$ cat config.mk
export PLATFORM = sky130hd
export DESIGN_NAME = mult_iter_flat
export DESIGN_NICKNAME = d
export VERILOG_FILES = /design/src/rtl/mult_iter_if.sv /design/src/rtl/mult_iter.sv /design/src/flat_wrapper.sv
export SDC_FILE = /design/constraint.sdc
export NUM_CORES = 1
export LEC_CHECK = 0
export CAP_MARGIN = 10
export CELL_PAD_IN_SITES_DETAIL_PLACEMENT = 1
export CELL_PAD_IN_SITES_GLOBAL_PLACEMENT = 2
export CORE_MARGIN = 4
export CORE_UTILIZATION = 38
export DETAILED_ROUTE_END_ITERATION = 16
export GPL_TIMING_DRIVEN = 0
export HOLD_SLACK_MARGIN = 0.12
export PLACE_DENSITY = 0.84
export SYNTH_ARGS = -nofsm -noshare
export SYNTH_HDL_FRONTEND = slang
export SYNTH_SLANG_ARGS = --single-unit
$ cat constraint.sdc
create_clock -name clk -period 4.9 [get_ports clk]
set_input_delay 0.735 -clock clk [delete_from_list [all_inputs] [get_ports clk]]
set_output_delay 0.735 -clock clk [all_outputs]
set_load 0.02 [all_outputs]
$ cat src/rtl/mult_iter_if.sv
// Operand/result handshake bundle for mult_iter.
// The mult_signed wire only exists when MULT_SIGNED_EN is defined.
interface mult_iter_if #(
    parameter int N = 4,
    parameter int M = 4
) ();
    logic             in_valid;
    logic             in_ready;
    logic [N-1:0]     mult1;
    logic [M-1:0]     mult2;
`ifdef MULT_SIGNED_EN
    logic             mult_signed;
`endif
    logic             out_valid;
    logic             out_ready;
    logic [N+M-1:0]   result;
    logic             busy;

`ifdef MULT_SIGNED_EN
    modport master (output in_valid, mult1, mult2, mult_signed, out_ready,
                    input  in_ready, out_valid, result, busy);
    modport slave  (input  in_valid, mult1, mult2, mult_signed, out_ready,
                    output in_ready, out_valid, result, busy);
`else
    modport master (output in_valid, mult1, mult2, out_ready,
                    input  in_ready, out_valid, result, busy);
    modport slave  (input  in_valid, mult1, mult2, out_ready,
                    output in_ready, out_valid, result, busy);
`endif
endinterface

$ cat src/rtl/mult_iter.sv
// Iterative shift-add multiplier consuming K multiplier bits per cycle.
// Define MULT_SIGNED_EN to add two's-complement operation selected by mult_signed.
module mult_iter #(
    parameter int N = 4,
    parameter int M = 4,
    parameter int K = 1
) (
    input  logic        clk,
    input  logic        rstn,
    mult_iter_if.slave  bus
);
    localparam int ITER = (M + K - 1) / K;
    localparam int MW   = ITER * K;
    localparam int W    = N + M;
    localparam int CW   = (ITER > 1) ? $clog2(ITER) : 1;
    localparam logic [CW-1:0] LAST = CW'(ITER - 1);

    typedef enum logic [1:0] {IDLE, CALC, DONE} state_t;

    state_t          state_q, state_d;
    logic [CW-1:0]   cnt_q, cnt_d;
    logic [W-1:0]    mcand_q, mcand_d;
    logic [MW-1:0]   mplier_q, mplier_d;
    logic [W-1:0]    acc_q, acc_d;
    logic [W-1:0]    result_q, result_d;
    logic            out_valid_q, out_valid_d;
    logic            in_ready_q, in_ready_d;
`ifdef MULT_SIGNED_EN
    logic            signed_q, signed_d;
`endif

    logic            accept;
    logic            last_iter;
    logic [K-1:0]    digit;
    logic [W-1:0]    digit_ext;
    logic [W-1:0]    partial;

    assign accept    = bus.in_valid && in_ready_q;
    assign last_iter = (cnt_q == LAST);
    assign digit     = mplier_q[K-1:0];

    // Only the most significant digit carries negative weight in signed mode.
`ifdef MULT_SIGNED_EN
    assign digit_ext = (signed_q && last_iter) ? W'($signed(digit)) : W'(digit);
`else
    assign digit_ext = W'(digit);
`endif
    assign partial   = mcand_q * digit_ext;

    always_comb begin
        state_d     = state_q;
        cnt_d       = cnt_q;
        mcand_d     = mcand_q;
        mplier_d    = mplier_q;
        acc_d       = acc_q;
        result_d    = result_q;
        out_valid_d = out_valid_q;
`ifdef MULT_SIGNED_EN
        signed_d    = signed_q;
`endif
        case (state_q)
            IDLE: begin
                if (accept) begin
                    state_d = CALC;
                    cnt_d   = '0;
                    acc_d   = '0;
`ifdef MULT_SIGNED_EN
                    signed_d = bus.mult_signed;
                    mcand_d  = bus.mult_signed ? W'($signed(bus.mult1))  : W'(bus.mult1);
                    mplier_d = bus.mult_signed ? MW'($signed(bus.mult2)) : MW'(bus.mult2);
`else
                    mcand_d  = W'(bus.mult1);
                    mplier_d = MW'(bus.mult2);
`endif
                end
            end
            CALC: begin
                acc_d    = acc_q + partial;
                mcand_d  = mcand_q << K;
                mplier_d = mplier_q >> K;
                if (last_iter) begin
                    state_d     = DONE;
                    cnt_d       = '0;
                    result_d    = acc_q + partial;
                    out_valid_d = 1'b1;
                end else begin
                    cnt_d = cnt_q + CW'(1);
                end
            end
            DONE: begin
                if (bus.out_ready) begin
                    state_d     = IDLE;
                    out_valid_d = 1'b0;
                    result_d    = '0;
                    acc_d       = '0;
                end
            end
            default: state_d = IDLE;
        endcase
        // Registered so that ready stays low while reset is asserted.
        in_ready_d = (state_d == IDLE);
    end

    always_ff @(posedge clk or negedge rstn) begin
        if (!rstn) begin
            state_q     <= IDLE;
            cnt_q       <= '0;
            mcand_q     <= '0;
            mplier_q    <= '0;
            acc_q       <= '0;
            result_q    <= '0;
            out_valid_q <= 1'b0;
            in_ready_q  <= 1'b0;
`ifdef MULT_SIGNED_EN
            signed_q    <= 1'b0;
`endif
        end else begin
            state_q     <= state_d;
            cnt_q       <= cnt_d;
            mcand_q     <= mcand_d;
            mplier_q    <= mplier_d;
            acc_q       <= acc_d;
            result_q    <= result_d;
            out_valid_q <= out_valid_d;
            in_ready_q  <= in_ready_d;
`ifdef MULT_SIGNED_EN
            signed_q    <= signed_d;
`endif
        end
    end

    assign bus.in_ready  = in_ready_q;
    assign bus.out_valid = out_valid_q;
    assign bus.result    = result_q;
    assign bus.busy      = (state_q != IDLE);
endmodule

$ cat src/flat_wrapper.sv
// flat-port wrapper written by rule: the top's interface ports become plain ports
module mult_iter_flat 
#(
    parameter int N = 4,
    parameter int M = 4,
    parameter int K = 1
)
  (clk, rstn, bus_in_valid, bus_mult1, bus_mult2, bus_out_ready, bus_in_ready, bus_out_valid, bus_result, bus_busy);
  mult_iter_if #(.N(N), .M(M)) bus_i ();
  input  logic clk;
  input  logic rstn;
  input wire logic [$bits(bus_i.in_valid)-1:0] bus_in_valid;
  input wire logic [$bits(bus_i.mult1)-1:0] bus_mult1;
  input wire logic [$bits(bus_i.mult2)-1:0] bus_mult2;
  input wire logic [$bits(bus_i.out_ready)-1:0] bus_out_ready;
  output wire logic [$bits(bus_i.in_ready)-1:0] bus_in_ready;
  output wire logic [$bits(bus_i.out_valid)-1:0] bus_out_valid;
  output wire logic [$bits(bus_i.result)-1:0] bus_result;
  output wire logic [$bits(bus_i.busy)-1:0] bus_busy;
  assign bus_i.in_valid = bus_in_valid;
  assign bus_i.mult1 = bus_mult1;
  assign bus_i.mult2 = bus_mult2;
  assign bus_i.out_ready = bus_out_ready;
  assign bus_in_ready = bus_i.in_ready;
  assign bus_out_valid = bus_i.out_valid;
  assign bus_result = bus_i.result;
  assign bus_busy = bus_i.busy;
  mult_iter #(.N(N), .M(M), .K(K)) u_core (.clk(clk), .rstn(rstn), .bus(bus_i));
endmodule
Word level (Yosys, flattened, before mapping)
Cells that the tools add are included.

Register bits after elaboration: 34. Input bits: 12. Output and inout port bits: 11. Logic and storage cells: 46.

Add/subtract/negate cells: 2. $mul: 1. Eq/ne operators: 6. Multiplexer cells: 19. Reductions and logical operators: 10.

Operators with widths (count): 8-bit two-way mux (4); 8-bit case mux with 2 select lines (2); 8-bit case mux with 3 select lines (1); 2-bit two-way mux (5); 8-bit adder (1); 8-bit by 1-bit multiplier with 8-bit output (1); 4-bit case mux with 2 select lines (1); 2-bit case mux with 3 select lines (1); 3-bit AND reduction (2); 2-bit nonzero test (3); 2-bit equality test (second input constant) (2); 2-bit logical NOT (2); 4-bit two-way mux (1); 2-bit by 1-bit inequality test with 1-bit output (second input constant) (2); 2-bit case mux with 2 select lines (1); 3-bit nonzero test (1); 2-bit by 1-bit adder with 2-bit output (second input constant) (1); 2-bit by 1-bit equality test with 1-bit output (second input constant) (1); 1-bit two-way mux (2); 2-bit inequality test (second input constant) (1); 1-bit case mux with 2 select lines (1); 2-bit AND reduction (1); 1-bit logical AND (1).

Logic depth before layout (Yosys ltp)
Word-level depth: 4. Gate-level depth with buffers: 8. Mapped depth without buffers: 8.

Worst setup path before layout
No wires, ideal clock.

Kind: flip-flop to flip-flop. Start: reg u_core.mplier_q[0]. End: reg u_core.acc_q[6]. Library setup time: 0.121 ns. Arrival time: 1.926 ns. Required time: 4.779 ns. Setup slack: 2.853 ns. Cell stages (with the launch flop): 9. Path buffers: 0. Clock period less this slack: 2.047 ns. Cell sequence: dfrtp_1 and2_1 ha_1 fa_1 a211oi_1 o21bai_1 a21oi_1 xnor2_1 a22o_1.

Word-level cells in the longest chain between the ends: 3.

Ends and longest elaborated chain: from (decl) (RTL line mult_iter.sv:23) `logic [MW-1:0] mplier_q, mplier_d;`; from (signal assigned) (RTL line mult_iter.sv:121) `mplier_q <= mplier_d;`; 8-bit by 1-bit multiplier with 8-bit output (RTL line mult_iter.sv:48) `assign partial = mcand_q * digit_ext;`; 8-bit adder (RTL line mult_iter.sv:78) `acc_d = acc_q + partial;`; 8-bit case mux with 3 select lines (RTL line mult_iter.sv:61) `case (state_q)`; to (signal assigned) (RTL line mult_iter.sv:110) `acc_q <= '0;`; to (signal assigned) (RTL line mult_iter.sv:122) `acc_q <= acc_d;`; to (decl) (RTL line mult_iter.sv:24) `logic [W-1:0] acc_q, acc_d;`.

Every way passes these cells. A chain may end at the register's enable or synchronous reset.

Worst setup path in the final report
Start: reg u_core.mplier_q[0]. End: reg u_core.result_q[6] (netlist: u_core.bus.result[6]).

Word-level cells in the longest chain between the ends: 4.

Ends and longest elaborated chain: 8-bit by 1-bit multiplier with 8-bit output (RTL line mult_iter.sv:48); 8-bit adder (RTL line mult_iter.sv:84) `result_d = acc_q + partial;`; 8-bit two-way mux (RTL line mult_iter.sv:81) `if (last_iter) begin`; 8-bit case mux with 2 select lines (RTL line mult_iter.sv:61); to (signal assigned) (RTL line mult_iter.sv:123) `result_q <= result_d;`; to (decl) (RTL line mult_iter.sv:25) `logic [W-1:0] result_q, result_d;`.

Every way passes these cells. The select of a mux whose other input is x is not followed.

==> results.sh <==
export IMPL_period_share=0.481
export IMPL_slew_headroom=0.506
export IMPL_period_minus_slack_ns=2.36
export IMPL_clock_latency_ns=0.28
export IMPL_final_cell_count_no_fill=242
export IMPL_worstPathArrival_ns=2.52
export IMPL_antenna_found_initial=0
export IMPL_grt_pass1_vias=1395
export IMPL_status="finished clean"
export IMPL_fmax_mhz=424
export IMPL_irDropWorstVdd_mv=0.289
export IMPL_p_leak_nw=1.02
export IMPL_post_dp_hpwl_mm=2.94
export IMPL_post_drt_via_cell_ratio=5.34
export IMPL_worst_pin_slew_ns=0.740
export IMPL_syn_inst=162
export IMPL_drc=0
export IMPL_cts_root_buffer="clkbuf_8"
export IMPL_synth_top_area_frac=0.489
export IMPL_drtIter0Drc=30
export IMPL_multi_input_area_um2=841
export IMPL_seqCellArea_um2=851
export IMPL_ios=23
export IMPL_worstHoldPathType="flop to flop"
export IMPL_postCtsSetupBuffers=0
export IMPL_numCtsBuffers=5
export IMPL_place_congestion=0.756
export IMPL_layout_setup_ws_ns=2.54
export IMPL_core_area_um2=4380
export IMPL_drive_gt1_frac=0.0947
export IMPL_grt_overflow=0
export IMPL_fin_area_um2=2100
export IMPL_cp_required_ns=5.06
export IMPL_cts_tree="done"
export IMPL_vias=1292
export IMPL_area_growth_syn_to_layout_pct=20.8
export IMPL_htree_num_levels=2
export IMPL_cts_hold_buf=0
export IMPL_wl_mm=3.95
export IMPL_finalSetupViolations=0
export IMPL_clkTransAtPathRegs_ns=0.06
export IMPL_ys_types=33
export IMPL_fillerInstances=476
export IMPL_cts_resized_gates=0
export IMPL_die_h_um=75.7
export IMPL_fin_util=0.480
export IMPL_hold_violations=0
export IMPL_start_util=0.397
export IMPL_grt_pass1_wl_mm=6.77
export IMPL_crit_fanout=9
export IMPL_place_area_um2=2020
export IMPL_n_antenna_cell=0
export IMPL_critPathKind="flop to flop"
export IMPL_wl_per_cell_um=16.3
export IMPL_cp_end_kind="flop"
export IMPL_tns_ns=0
export IMPL_die_w_um=75.7
export IMPL_rows=24
export IMPL_total_power_mw=1.25
export IMPL_drv_slew=0
export IMPL_io_buffers=22
export IMPL_final_nets=212
export IMPL_synth_seq_area_share=0.489
export IMPL_synth_fp_nets=183
export IMPL_synth_warnings=0
export IMPL_synth_area_top_cells="dfrtp_1 49%, a22o_1 7.0%, ha_1 5.7%"
export IMPL_syn_cell_area_um2=1740
export IMPL_dpl_cell_count=236
export IMPL_ant_nets=0
export IMPL_max_cap_viol_count=0
export IMPL_grt_max_degree=35
export IMPL_cts_path_max_buffers=2
export IMPL_powerDensity_nw_per_um2=593
export IMPL_grt_usage=0.159
export IMPL_finClkSkew_ns=0.00538
export IMPL_first_pass_iters=2
export IMPL_numClockSinks=34
export IMPL_rsz0062_at_grt="no"
export IMPL_post_synth_top_area_cell="dfrtp_1"
export IMPL_whs_ns=0.491
export IMPL_start_kind="flop"
export IMPL_dieArea_um2=5730
export IMPL_avgSynthCellArea_um2=10.8
export IMPL_ys_ff_latch=34
export IMPL_pre_cts_ws_ns=2.58
==> logic make-up after synthesis <==
family,after synthesis,synth area share
compound gates,44,0.172
xor+xnor,7,0.0352
mux,8,0.0460
buf+inv,8,0.0287
flops,34,0.489
fa+ha+maj,9,0.0690
simple gates,52,0.161
==> report_power, final <==
group / switching (mW) / leakage (nW) / internal, mW
Clock: 0.0922 / 0.0431 / 0.108
Combinational: 0.309 / 0.528 / 0.259
Sequential: 0.0877 / 0.451 / 0.392
==> final timing paths <==
check / start / to / slack [ns] / cells past startpoint
setup / recovery: u_core.mplier_q[0] / u_core.bus.result[6] / 2.54 / 8
hold reg to reg: u_core.mplier_q[1] / u_core.mplier_q[0] / 0.49 / 2
min in group asynchronous: rstn / u_core.mcand_q[0] / 0.52 / 1
setup reg to reg: u_core.mplier_q[0] / u_core.bus.result[6] / 2.54 / 8
max in group asynchronous: rstn / u_core.mcand_q[4] / 3.91 / 1
hold / removal: u_core.mplier_q[1] / u_core.mplier_q[0] / 0.49 / 2
==> critical path, stage by stage, from the launching register on <==
cell and delay, ns:
dfrtp_1 0.47, and2_1 0.19, ha_1 0.22, fa_1 0.44, a211oi_1 0.30, o21bai_1 0.14, a21oi_1 0.19, xnor2_1 0.10
a22o_1 0.19
==> cell type report <==
cell class              instances  share of cell area
repair buffers                 22               0.102
clock buffers                   6              0.0392
flip-flops and latches         34               0.404
inverters                       2             0.00357
well taps                      52              0.0309
multi-input cells             120               0.400
plain buffers                   6              0.0202
==> cells in the mapped netlist <==
master,number
o21bai_1,2
buf_8,1
o22ai_1,1
a22o_1,14
or2b_1,2
nor2_8,1
buf_2,1
fa_1,1
xnor2_1,5
nor2_4,1
a211oi_1,1
clkbuf_1,2
nor2_1,4
dfrtp_1,34
nor2b_1,1
mux2i_1,8
buf_4,2
o211ai_1,1
ha_1,8
xor2_1,2
a21oi_1,7
and2_4,1
nand3b_4,1
a211oi_2,1
o31ai_1,1
or2_2,1
a21o_1,2
and2_1,7
inv_1,2
nand2_1,26
nor2_2,1
o21ai_0,14
nand3_1,6
==> placed cells by master (no fill, tap or decap), drive strengths merged, types with 6 or more instances in the layout <==
cell type and count:
a22o 14, dfrtp 34, mux2i 8, clkbuf 8
nand3 6, clkdlybuf4s50 21, o21ai 14, a21oi 7
nor2 7, nand2 26, ha 8, and2 8
==> state kept, by name (all words and copies together), names as in the netlist <==
register,cells
u_core.acc_q,8
u_core.bus.result,8
u_core.bus.in_ready,1
u_core.state_q,2
u_core.mplier_q,4
u_core.mcand_q,8
u_core.bus.out_valid,1
u_core.cnt_q,2
==> routing by layer <==
metal,vias up,GRT usage,part of all wire
met3,6,0.0462,0.036
met5,-,0,0
met4,0,0.0466,0.011
met1,641,0.190,0.45
met2,17,0.278,0.50
li1,628,-,-
(Power assumes the default switching activity.)
